File: src/rtl/src_ctrl_pkg.sv
// ============================================================================
// Module  : src_ctrl_pkg
// Brief   : Shared state encoding, opcodes and ALU codes for control_unit.
// Rev     : 1.0 - initial release
// ============================================================================
`default_nettype none

package src_ctrl_pkg;

  typedef enum logic [3:0] {
    ST_RST  = 4'd0,
    ST_T0   = 4'd1,
    ST_T1   = 4'd2,
    ST_T2   = 4'd3,
    ST_T3   = 4'd4,
    ST_T4   = 4'd5,
    ST_T5   = 4'd6,
    ST_T6   = 4'd7,
    ST_T7   = 4'd8,
    ST_HALT = 4'd9
  } state_t;

  localparam logic [4:0] OP_LD   = 5'b00000;
  localparam logic [4:0] OP_LDI  = 5'b00001;
  localparam logic [4:0] OP_ST   = 5'b00010;
  localparam logic [4:0] OP_ADD  = 5'b00011;
  localparam logic [4:0] OP_SUB  = 5'b00100;
  localparam logic [4:0] OP_AND  = 5'b00101;
  localparam logic [4:0] OP_OR   = 5'b00110;
  localparam logic [4:0] OP_ADDI = 5'b01100;
  localparam logic [4:0] OP_BR   = 5'b10011;
  localparam logic [4:0] OP_NOP  = 5'b11010;
  localparam logic [4:0] OP_HALT = 5'b11011;

  localparam logic [4:0] ALU_ADD   = 5'b00011;
  localparam logic [4:0] ALU_INCPC = 5'b11100;

  // Register-register ALU ops pass their opcode straight to the ALU.
  function automatic logic is_alu_op(input logic [4:0] op);
    return (op == OP_ADD) || (op == OP_SUB) || (op == OP_AND) || (op == OP_OR);
  endfunction

endpackage

`default_nettype wire

File: src/rtl/control_unit.sv
// ============================================================================
// Module  : control_unit
// Brief   : Multi-cycle CPU control FSM: fetch (T0-T2), decode/execute (T3-T7).
// Rev     : 1.0 - initial release
// ============================================================================
`default_nettype none

module control_unit
  import src_ctrl_pkg::*;
(
  input  logic        clk,
  input  logic        clr,
  input  logic [31:0] ir,
  input  logic        con_ff,
  input  logic        mem_rdy,
  output logic        Pout,
  output logic        MDROut,
  output logic        ZLOout,
  output logic        Cout,
  output logic        Rout,
  output logic        BAout,
  output logic        Pen,
  output logic        MARen,
  output logic        MDRen,
  output logic        IRen,
  output logic        Yen,
  output logic        Zen,
  output logic        Rin,
  output logic        ConIn,
  output logic        Gra,
  output logic        Grb,
  output logic        Grc,
  output logic        Read,
  output logic        Write,
  output logic [4:0]  alu_control,
  output logic        run,
  output logic        illegal
);

  state_t     r_state;
  state_t     w_next;
  logic [4:0] w_op;
  logic       w_unused_ir;

  assign w_op        = ir[31:27];
  assign w_unused_ir = ^ir[26:0];

  always_ff @(posedge clk) begin
    if (clr) r_state <= ST_RST;
    else     r_state <= w_next;
  end

  always_comb begin
    Pout = 1'b0; MDROut = 1'b0; ZLOout = 1'b0; Cout = 1'b0; Rout = 1'b0; BAout = 1'b0;
    Pen = 1'b0; MARen = 1'b0; MDRen = 1'b0; IRen = 1'b0; Yen = 1'b0; Zen = 1'b0;
    Rin = 1'b0; ConIn = 1'b0; Gra = 1'b0; Grb = 1'b0; Grc = 1'b0;
    Read = 1'b0; Write = 1'b0; alu_control = 5'b00000; illegal = 1'b0;
    run    = (r_state != ST_HALT);
    w_next = ST_RST;

    case (r_state)
      ST_RST: w_next = ST_T0;

      ST_T0: begin
        Pout = 1'b1; MARen = 1'b1; Zen = 1'b1; alu_control = ALU_INCPC;
        w_next = ST_T1;
      end

      // Memory states hold here until the access completes.
      ST_T1: begin
        ZLOout = 1'b1; Pen = 1'b1; Read = 1'b1; MDRen = 1'b1;
        w_next = mem_rdy ? ST_T2 : ST_T1;
      end

      ST_T2: begin
        MDROut = 1'b1; IRen = 1'b1;
        w_next = ST_T3;
      end

      ST_T3: begin
        w_next = ST_T4;
        if (w_op == OP_LD || w_op == OP_LDI || w_op == OP_ST) begin
          Grb = 1'b1; BAout = 1'b1; Yen = 1'b1;
        end else if (is_alu_op(w_op) || w_op == OP_ADDI) begin
          Grb = 1'b1; Rout = 1'b1; Yen = 1'b1;
        end else if (w_op == OP_BR) begin
          Gra = 1'b1; Rout = 1'b1; ConIn = 1'b1;
        end else if (w_op == OP_HALT) begin
          w_next = ST_HALT;
        end else begin
          illegal = (w_op != OP_NOP);
          w_next  = ST_T0;
        end
      end

      ST_T4: begin
        w_next = ST_T5;
        if (w_op == OP_LD || w_op == OP_LDI || w_op == OP_ST || w_op == OP_ADDI) begin
          Cout = 1'b1; Zen = 1'b1; alu_control = ALU_ADD;
        end else if (is_alu_op(w_op)) begin
          Grc = 1'b1; Rout = 1'b1; Zen = 1'b1; alu_control = w_op;
        end else if (w_op == OP_BR) begin
          Pout = 1'b1; Yen = 1'b1;
        end else begin
          w_next = ST_T0;
        end
      end

      ST_T5: begin
        w_next = ST_T0;
        if (w_op == OP_LD || w_op == OP_ST) begin
          ZLOout = 1'b1; MARen = 1'b1;
          w_next = ST_T6;
        end else if (w_op == OP_LDI || w_op == OP_ADDI || is_alu_op(w_op)) begin
          ZLOout = 1'b1; Gra = 1'b1; Rin = 1'b1;
        end else if (w_op == OP_BR) begin
          Cout = 1'b1; Zen = 1'b1; alu_control = ALU_ADD;
          w_next = ST_T6;
        end
      end

      ST_T6: begin
        w_next = ST_T0;
        if (w_op == OP_LD) begin
          Read = 1'b1; MDRen = 1'b1;
          w_next = mem_rdy ? ST_T7 : ST_T6;
        end else if (w_op == OP_ST) begin
          Gra = 1'b1; Rout = 1'b1; MDRen = 1'b1;
          w_next = ST_T7;
        end else if (w_op == OP_BR) begin
          ZLOout = con_ff; Pen = con_ff;
        end
      end

      ST_T7: begin
        w_next = ST_T0;
        if (w_op == OP_LD) begin
          MDROut = 1'b1; Gra = 1'b1; Rin = 1'b1;
        end else if (w_op == OP_ST) begin
          Write  = 1'b1;
          w_next = mem_rdy ? ST_T0 : ST_T7;
        end
      end

      ST_HALT: w_next = ST_HALT;

      default: w_next = ST_RST;
    endcase
  end

endmodule

`default_nettype wire
File: config.mk
export PLATFORM = sky130hd
export DESIGN_NAME = control_unit
export DESIGN_NICKNAME = d
export VERILOG_FILES = /design/src/rtl/src_ctrl_pkg.sv /design/src/rtl/control_unit.sv
export SDC_FILE = /design/constraint.sdc
export NUM_CORES = 1
export LEC_CHECK = 0
export CAP_MARGIN = 20
export CORE_MARGIN = 4
export CORE_UTILIZATION = 34
export CTS_BUF_LIST = sky130_fd_sc_hd__clkbuf_4 sky130_fd_sc_hd__clkbuf_8 sky130_fd_sc_hd__clkbuf_16
export CTS_CLUSTER_SIZE = 24
export DETAILED_ROUTE_END_ITERATION = 12
export GPL_TIMING_DRIVEN = 0
export PLACE_DENSITY = 0.83
export SKIP_LAST_GASP = 1
export SYNTH_ARGS = -nofsm -noshare
export SYNTH_HDL_FRONTEND = slang
export SYNTH_SLANG_ARGS = --single-unit
export TNS_END_PERCENT = 5
File: constraint.sdc
create_clock -name clk -period 1.9 [get_ports clk]
set_clock_uncertainty 0.2 [all_clocks]
set_input_delay 0.38 -clock clk [delete_from_list [all_inputs] [get_ports clk]]
set_output_delay 0.38 -clock clk [all_outputs]
set_load 0.05 [all_outputs]
## Yosys cells after proc, flatten, opt, wreduce, memory -nomap -nowiden

Index checks and enable logic that the tools add are counted.
W data, S select, Z words.

- Register bits after elaboration: 4
- Latch bits: 0
- Bits in writable memories: 0
- ROM bits: 0
- Output and inout bits: 26
- Logic and storage cells: 108
- Memories: 0

- $add $sub $neg: 0
- Multiply operators: 0
- Div/mod/pow operators: 0
- Magnitude comparators: 0
- Eq/ne operators: 20
- Shifts and indexed selects: 0
- Muxes and demuxes: 75
- Bitwise gates (word level): 0
- Reductions and logical operators: 12

Operators with widths:

| operator | number |
|---|---|
| $mux W4 | 10 |
| $pmux W4 S10 | 1 |
| $mux W1 | 39 |
| $mux W3 | 6 |
| $pmux W1 S2 | 9 |
| $eq A4 B3 Y1 const B | 4 |
| $eq A5 B3 Y1 const B | 3 |
| $pmux W5 S3 | 1 |
| $eq A5 B2 Y1 const B | 2 |
| $eq A5 B5 Y1 const B | 2 |
| $logic_or A1 B1 Y1 | 10 |
| $mux W5 | 2 |
| $pmux W1 S3 | 3 |
| $eq A4 B2 Y1 const B | 2 |
| $eq A4 B4 Y1 const B | 2 |
| $mux W2 | 3 |
| $eq A5 B1 Y1 const B | 1 |
| $eq A5 B4 Y1 const B | 1 |
| $logic_not A5 Y1 | 1 |
| $ne A5 B5 Y1 const B | 1 |
| $eq A4 B1 Y1 const B | 1 |
| $logic_not A4 Y1 | 1 |
| $ne A4 B4 Y1 const B | 1 |
| $pmux W1 S4 | 1 |

## Logic depth before layout (Yosys ltp)

Gate-level depths: netlist of the first run.

- Depth in word-level cells: 8
- Depth in mapped cells: 7
- Gate-level depth less buffers: 5

## Least setup slack after synthesis of the first run

Ideal clock, no wire load.

- Path type: reg-to-output
- Start: reg r_state[3]
- End: out BAout
- Arrival time: 2.683 ns
- Path slack: -1.363 ns
- Stages on the path, launching flop included: 6
- Buffers on the path: 2
- Path through: dfxtp_1 > buf_6 > nand2b_4 > or3_1 > buf_6 > nor4b_1

- Longest elaborated chain between the ends: 2

RTL lines:

| item | line | RTL |
|---|---|---|
| from (decl) | control_unit.sv:40 | `state_t r_state;` |
| from (signal assigned) | control_unit.sv:50 | `else r_state <= w_next;` |
| $eq A4 B3 Y1 | control_unit.sv:61 | `case (r_state)` |
| $mux W1 | control_unit.sv:61 |  |
| to (decl) | control_unit.sv:21 | `output logic BAout,` |

Every way passes these cells.

## Worst setup path after layout of the first run

- Start: in ir[30]
- End: out Zen

- Longest elaborated chain between the ends: 8

RTL lines:

| item | line | RTL |
|---|---|---|
| from (decl) | control_unit.sv:13 | `input logic [31:0] ir,` |
| $eq A5 B2 Y1 or $eq A5 B3 Y1 (tied branches) | src_ctrl_pkg.sv:40 | `return (op == OP_ADD) \|\| (op == OP_SUB) \|\| (op == OP_AND) \|\| (op == OP_OR);` |
| $logic_or A1 B1 Y1 (3 in a row) | src_ctrl_pkg.sv:40 |  |
| $logic_or A1 B1 Y1 | control_unit.sv:114 | `end else if (w_op == OP_LDI \|\| w_op == OP_ADDI \|\| is_alu_op(w_op)) begin` |
| $mux W1 | control_unit.sv:114 |  |
| $mux W1 | control_unit.sv:111 | `if (w_op == OP_LD \|\| w_op == OP_ST) begin` |
| $pmux W1 S3 (*) | control_unit.sv:61 |  |
| to (decl) | control_unit.sv:27 | `output logic Zen,` |

Every way passes the cells marked *; elsewhere a longest branch is shown, timed or not.

==> results of run 1 <==
power groups by stage:
| stage | registers [mW] | logic (mW) | clock network (mW) |
|---|---|---|---|
| after global placement | 0.0972 | 0.416 | 0 |
| after global routing | 0.0990 | 0.470 | 0.123 |
| after CTS | 0.0977 | 0.436 | 0.115 |
| after floorplan | 0.0965 | 0.303 | 0 |
| after detailed placement | 0.0980 | 0.419 | 0 |
| final | 0.0982 | 0.443 | 0.115 |
routing by layer:
metal	global-route usage, %	share of wire [%]	up-vias
met3	4.30	8.9	4
met2	32.3	49	70
met5	0	0	-
met4	4.97	1.1	0
li1	-	-	531
met1	27.3	41	535
worst min-delay path by stage:
stage	startpoint	endpoint	slack (ns)	cells past startpoint
after floorplan	clr	r_state[1]	0.40	2
after global placement	r_state[2]	r_state[3]	0.51	3
after detailed placement	r_state[2]	r_state[2]	0.54	4
after CTS	ir[28]	r_state[3]	0.51	4
after global routing	ir[28]	r_state[3]	0.51	4
final	ir[28]	r_state[3]	0.52	4
cells by family after synthesis:
group           after synthesis  share of synthesized area (%)
compound gates               36                           28.9
mux                           3                           3.75
simple gates                 65                           47.2
flops                         4                           9.60
buf+inv                      12                           9.44
xor+xnor                      1                           1.05
layout by cell type, fill, tap and decap left out, types with 4 or more instances in the layout:
| cell type | synthesis | layout |
|---|---|---|
| buf_2 | 3 | 10 |
| buf_6 | 2 | 8 |
| nor2_1 | 18 | 15 |
| buf_4 | 4 | 14 |
| o21ai_0 | 5 | 4 |
| clkdlybuf4s15_2 | 0 | 9 |
| nand2b_1 | 5 | 5 |
| a31oi_1 | 5 | 5 |
| a21oi_1 | 10 | 7 |
| clkbuf_4 | 0 | 5 |
| nand2_1 | 9 | 6 |
worst max-delay path: stages:
cell	delay [ns]
clkdlybuf4s15_2	0.22
buf_6	0.16
mux2i_2	0.16
a32oi_2	0.26
a21oi_4	0.11
or3_4	0.34
buf_8	0.16
final cells by class:
type,instances,area (sq um)
repair buffers,43,355
fillers,211,828
plain buffers,10,91.3
inverters,1,3.75
multi-input cells,105,858
flip-flops and latches,4,81.3
well taps,28,35.0
clock buffers,3,22.5
timing repair:
action                                  in CTS  in global routing
buffers inserted                             9                  1
endpoints found under the setup margin      30                 30
gates resized for setup                    137                 10
pin swaps                                    4                  3
==> impl_metrics.csv, run 1 <==
group,metric,value,unit
floorplanning,die_area,0.00331,sq mm
setup_path,startpoint,"ir[30]",
setup_path,arrival,1.80,ns
clock_tree,cts_buffers,3,
power_and_ir_drop,power,656,uW
clock_tree,cts_tree,"built",
yosys,synthFlopType,"dfxtp_1",
setup_path,ff2ff_setup_slack,0.05,ns
timing,finalMaxSlewViolations,0,
run_status,status,"complete, but fails checks",
setup_path,end_kind,"primary output",
floorplanning,rows,17,
power_and_ir_drop,powerDensity,453,mW/mm^2
yosys,async_flop_share,0,%
layout,top_register,"r_state",
layout,n_antenna_cell,0,
global_routing,grt_max_degree,11,
yosys,avgSynthCellArea,6.90,sq um
timing,timing.hold.ws,0.519,ns
global_routing,gr-usage-all-layers,20.1,%
layout,drive_above_1_share,53.6,%
clock_tree,clk_pin_slew,0.03,ns
power_and_ir_drop,vdd_drop_max,0.000582,V
power_and_ir_drop,combPwrFrac,67.5,%
yosys,synth-edff-count,0,
routing,wire_per_inst,16.4,um
run_status,violations,"negative setup slack",
power_and_ir_drop,clkPwrFrac,17.5,%
placed_design,preCtsSetupSlack,-1.43,ns
yosys,synth.ff_latch_count,4,
clock_tree,clock_sinks,4,
timing,final_hold_viol_count,0,
power_and_ir_drop,swShare,51.0,%
setup_path,path_max_fanout,10,
yosys,syn_nets,157,
clock_tree,clk_latency,0.25,ns
routing,num_vias,1140,
timing,fmax,0.421,GHz
power_and_ir_drop,seqPwrFrac,15.0,%
placed_design,place.port_buffers,33,
setup_path,rr_endpoint,"r_state[3]",
floorplanning,die_h,57.5,um
layout,synthToLayoutAreaGrowth,73.5,%
layout,largest_register_ffs,4,
floorplanning,start_util,36.7,%
yosys,post-synth-top-count-cell,"nor2_1",
timing,finalCritPeriodShare,125,%
global_routing,grt_pass1_vias,1064,
placed_design,placed_cells,182,
placed_design,gp_congestion,0.842,
yosys,ys_top_cells_by_area,"dfxtp_1, nor2_1, a21oi_1",
global_routing,grt_antenna_before_repair,0,
yosys,synth_common_cells,"nor2_1, a21oi_1, nand2_1",
timing,setup_ws,-0.478,ns
setup_path,critPathKind,"primary input to primary output",
timing,max_slew_margin,66.9,%
yosys,synth_cells,121,
floorplanning,die_width,57.5,um
timing,rsz0062_at_grt,"yes",
timing,fin_crit,2.38,ns
routing,drc,0,
setup_path,r2r_start,"r_state[3]",
floorplanning,io_pins,62,
setup_path,r2r_cells,7,
layout,layout.nets,204,
layout,layout.cells.non_filler,194,
power_and_ir_drop,power.switching,335,uW
power_and_ir_drop,leakagePower,0.612,nW
setup_path,crit_path_end,"Zen",
yosys,ys_warn_count,0,
yosys,syn_area,835,sq um
layout,final_core_util,63.6,%
yosys,synth_top_area_share,9.60,%
floorplanning,core,0.00228,sq mm
timing,fin_tns_setup,-9.91,ns
routing,totalWireLength,3.19,mm
routing,first_pass_iters,4,
setup_path,worstPathRequired,1.32,ns
global_routing,gr-total-overflow,0,
timing,setup_violations,26,
yosys,synth.largest_area_cell,"dfxtp_1",
yosys,ys_types,46,
clock_tree,cts_max_path_buffers,2,
placed_design,dpl_cell_area,0.00135,sq mm
routing,drt_iter0_drc,45,
min_path,hold_path.class,"primary input to flop",
setup_path,startpoint_type,"primary input",
clock_tree,cts_root_buf,"clkbuf_4",
flow_run,drv_cap,0,
routing,drt.antenna.violating_nets,0,
yosys,seq_area_frac_synth,9.60,%
global_routing,grt_pass1_wl,5.33,mm
power_and_ir_drop,p_int,322,uW
clock_tree,cts_hold_buffers,0,
timing,worstMarginPinSlew,0.499,ns
clock_tree,ctsHtreeMaxLevel,1,
layout,final_area,0.00145,sq mm
placed_design,dp_hpwl,2.17,mm
routing,avgViaCountPerCell,5.88,
layout,largest_registers,"r_state: 4 flops",
No activity file was read; power rests on OpenSTA's default activity.
==> run 2: changes to the inputs <==
--- a/config.mk
+++ b/config.mk
@@ -14,6 +14,7 @@
 export GPL_TIMING_DRIVEN = 0
 export PLACE_DENSITY = 0.83
 export SKIP_LAST_GASP = 1
+export SLEW_MARGIN = 40
 export SYNTH_ARGS = -nofsm -noshare
 export SYNTH_HDL_FRONTEND = slang
 export SYNTH_SLANG_ARGS = --single-unit
==> constraint.sdc (replaced) <==
create_clock -name clk -period 2.3 [get_ports clk]
set_clock_uncertainty 0.2 [all_clocks]
set_input_delay 0.46 -clock clk [delete_from_list [all_inputs] [get_ports clk]]
set_output_delay 0.46 -clock clk [all_outputs]
set_load 0.05 [all_outputs]
==> run 2 against run 1 <==
Wire length increased by 9.5%. Setup slack improved by 0.34 ns. Critical path type is now flop to primary output. Core utilization increased by 2.9 points. Largest cell class unchanged. Sequential power decreased by 18%. The run still ends with negative setup slack left. Count of clock-buffer cells in the layout unchanged. Register-to-register slack improved by 0.35 ns. Clock power decreased by 18%. Global-route usage increased by 0.96 points. Sequential share of layout area decreased by 0.24 points.
==> impl_metrics.csv, run 2 (synthesis results as in run 1) <==
group,metric,value,unit
layout,n_antenna_cell,0,
power_and_ir_drop,p_int,277,uW
layout,final_area,0.00151,sq mm
run_status,violations,"negative setup slack",
clock_tree,clk_latency,0.25,ns
timing,finalMaxSlewViolations,0,
routing,drt.antenna.violating_nets,0,
timing,final_hold_viol_count,0,
setup_path,path_max_fanout,6,
min_path,hold_path.class,"flop to flop",
global_routing,gr-usage-all-layers,21.1,%
power_and_ir_drop,power.switching,285,uW
layout,final_cell_mix,"buf_4, nor2_1, buf_2",
timing,fin_tns_setup,-1.51,ns
placed_design,dpl_cell_area,0.00127,sq mm
routing,first_pass_iters,4,
power_and_ir_drop,powerDensity,371,mW/mm^2
setup_path,r2r_cells,7,
placed_design,preCtsSetupSlack,-1.15,ns
placed_design,dp_hpwl,2.23,mm
timing,rsz0062_at_grt,"yes",
clock_tree,cts_hold_buffers,0,
floorplanning,rows,17,
floorplanning,core,0.00228,sq mm
floorplanning,start_util,36.7,%
layout,layout.nets,216,
setup_path,worstPathRequired,1.64,ns
routing,drc,0,
layout,nFillCells,193,
placed_design,gp_congestion,0.882,
power_and_ir_drop,clkPwrFrac,16.7,%
clock_tree,ctsHtreeMaxLevel,1,
floorplanning,die_h,57.5,um
min_path,hold_end,"r_state[3]",
routing,wire_per_inst,16.9,um
power_and_ir_drop,power,562,uW
setup_path,startpoint_type,"flop",
setup_path,r2r_start,"r_state[3]",
routing,avgViaCountPerCell,5.78,
placed_design,place.port_buffers,33,
global_routing,grt_antenna_before_repair,0,
routing,num_vias,1190,
floorplanning,io_pins,62,
clock_tree,cts_max_path_buffers,2,
timing,fmax,0.411,GHz
power_and_ir_drop,vdd_drop_max,0.000299,V
run_status,status,"complete, but fails checks",
clock_tree,cts_root_buf,"clkbuf_4",
layout,top_register,"r_state",
power_and_ir_drop,swShare,50.7,%
global_routing,grt_pass1_wl,5.64,mm
timing,finalCritPeriodShare,106,%
timing,fin_crit,2.44,ns
routing,totalWireLength,3.49,mm
setup_path,ff2ff_setup_slack,0.40,ns
flow_run,drv_cap,0,
setup_path,critPathKind,"flop to primary output",
global_routing,grt_max_degree,11,
floorplanning,die_area,0.00331,sq mm
layout,drive_above_1_share,57.3,%
power_and_ir_drop,seqPwrFrac,14.4,%
setup_path,rr_endpoint,"r_state[0]",
power_and_ir_drop,combPwrFrac,68.9,%
setup_path,end_kind,"primary output",
floorplanning,die_width,57.5,um
clock_tree,cts_tree,"built",
timing,setup_ws,-0.135,ns
layout,layout_commonest_cell,"buf_4",
global_routing,gr-total-overflow,0,
min_path,hold_path_depth,3,
min_path,holdCritStartpoint,"r_state[2]",
routing,drt_iter0_drc,32,
clock_tree,cts_buffers,3,
timing,worstMarginPinSlew,0.507,ns
layout,largest_registers,"r_state: 4 flops",
global_routing,grt_pass1_vias,1193,
timing,max_slew_margin,66.3,%
clock_tree,clk_pin_slew,0.04,ns
layout,synthToLayoutAreaGrowth,81.3,%
setup_path,arrival,1.78,ns
clock_tree,clock_sinks,4,
timing,setup_violations,19,
layout,largest_register_ffs,4,
power_and_ir_drop,leakagePower,0.687,nW
## run 2: cell count changes in the layout (fill, tap and decap cells not counted), moves of 3 or more
cell and change:
buf_6 +3, buf_4 +8, buf_2 +5, clkbuf_4 +3, clkdlybuf4s15_2 -7
## run 2: repair_timing
item,CTS,global route
endpoints found under the hold margin,0,0
setup buffers,16,5
resized for setup,168,17
endpoints found under the setup margin,26,25
pin swaps,6,3
gates cloned,0,0
## run 2: how the worst max path moves through the flow
stage / startpoint / endpoint / slack [ns] / cells after the start
2_1_floorplan: ir[28] / Yen / -0.30 / 6
3_3_place_gp: ir[27] / Yen / -1.15 / 7
3_5_place_dp: ir[27] / Yen / -1.15 / 7
4_1_cts: r_state[0] / Zen / -0.1 / 6
5_1_grt: r_state[0] / Zen / -0.17 / 6
6_report: r_state[3] / alu_control[1] / -0.14 / 7
## run 2: per-layer routing
metal  global-route usage, %  vias up  wire, um
li1                        -      558         -
met1                    26.2      558      1410
met2                    36.0       59      1700
met3                    4.52       15       265
met4                    6.62        0       112
met5                       0        -         0
## run 2: power groups by stage
stage | registers (mW) | clock network (mW) | logic, mW
after global routing | 0.0812 | 0.0967 | 0.408
after CTS | 0.0805 | 0.0911 | 0.375
after detailed placement | 0.0799 | 0 | 0.330
after global placement | 0.0797 | 0 | 0.326
final | 0.0808 | 0.0939 | 0.387
after floorplan | 0.0790 | 0 | 0.234
## run 2: area by class of cell
class	count	area, sq um	area share [%]
Sequential cell	4	81.3	5.38
Clock buffer	3	22.5	1.49
Inverter	1	3.75	0.248
Tap cell	28	35.0	2.32
Buffer	11	106	7.03
Timing Repair Buffer	54	414	27.4
Multi-Input combinational cell	105	850	56.2
## run 2: worst max-delay path, cell delays in order (launching register included)
cell and delay, ns:
dfxtp_1 0.30, buf_6 0.13, nand2b_4 0.14, buf_6 0.12, nor4_4 0.39, buf_4 0.19, a21o_4 0.12, buf_8 0.13
## run 2: metrics by stage
step	cells	hold slack (ns)	util [%]
6_report	206	0.548	66.5
5_1_grt	206	0.571	66.5
3_5_place_dp	182	0.496	55.9
4_1_cts	201	0.507	64.4
2_1_floorplan	121	0.451	-
3_3_place_gp	182	0.480	55.9
==> run 3: changes to the inputs <==
--- a/config.mk
+++ b/config.mk
@@ -9,7 +9,7 @@
 export CORE_MARGIN = 4
 export CORE_UTILIZATION = 34
 export CTS_BUF_LIST = sky130_fd_sc_hd__clkbuf_4 sky130_fd_sc_hd__clkbuf_8 sky130_fd_sc_hd__clkbuf_16
-export CTS_CLUSTER_SIZE = 24
+export CTS_CLUSTER_SIZE = 14
 export DETAILED_ROUTE_END_ITERATION = 12
 export GPL_TIMING_DRIVEN = 0
 export PLACE_DENSITY = 0.83
==> results of run 3 <==
No change in the layout: final DEF, timing and power equal those of run 2.
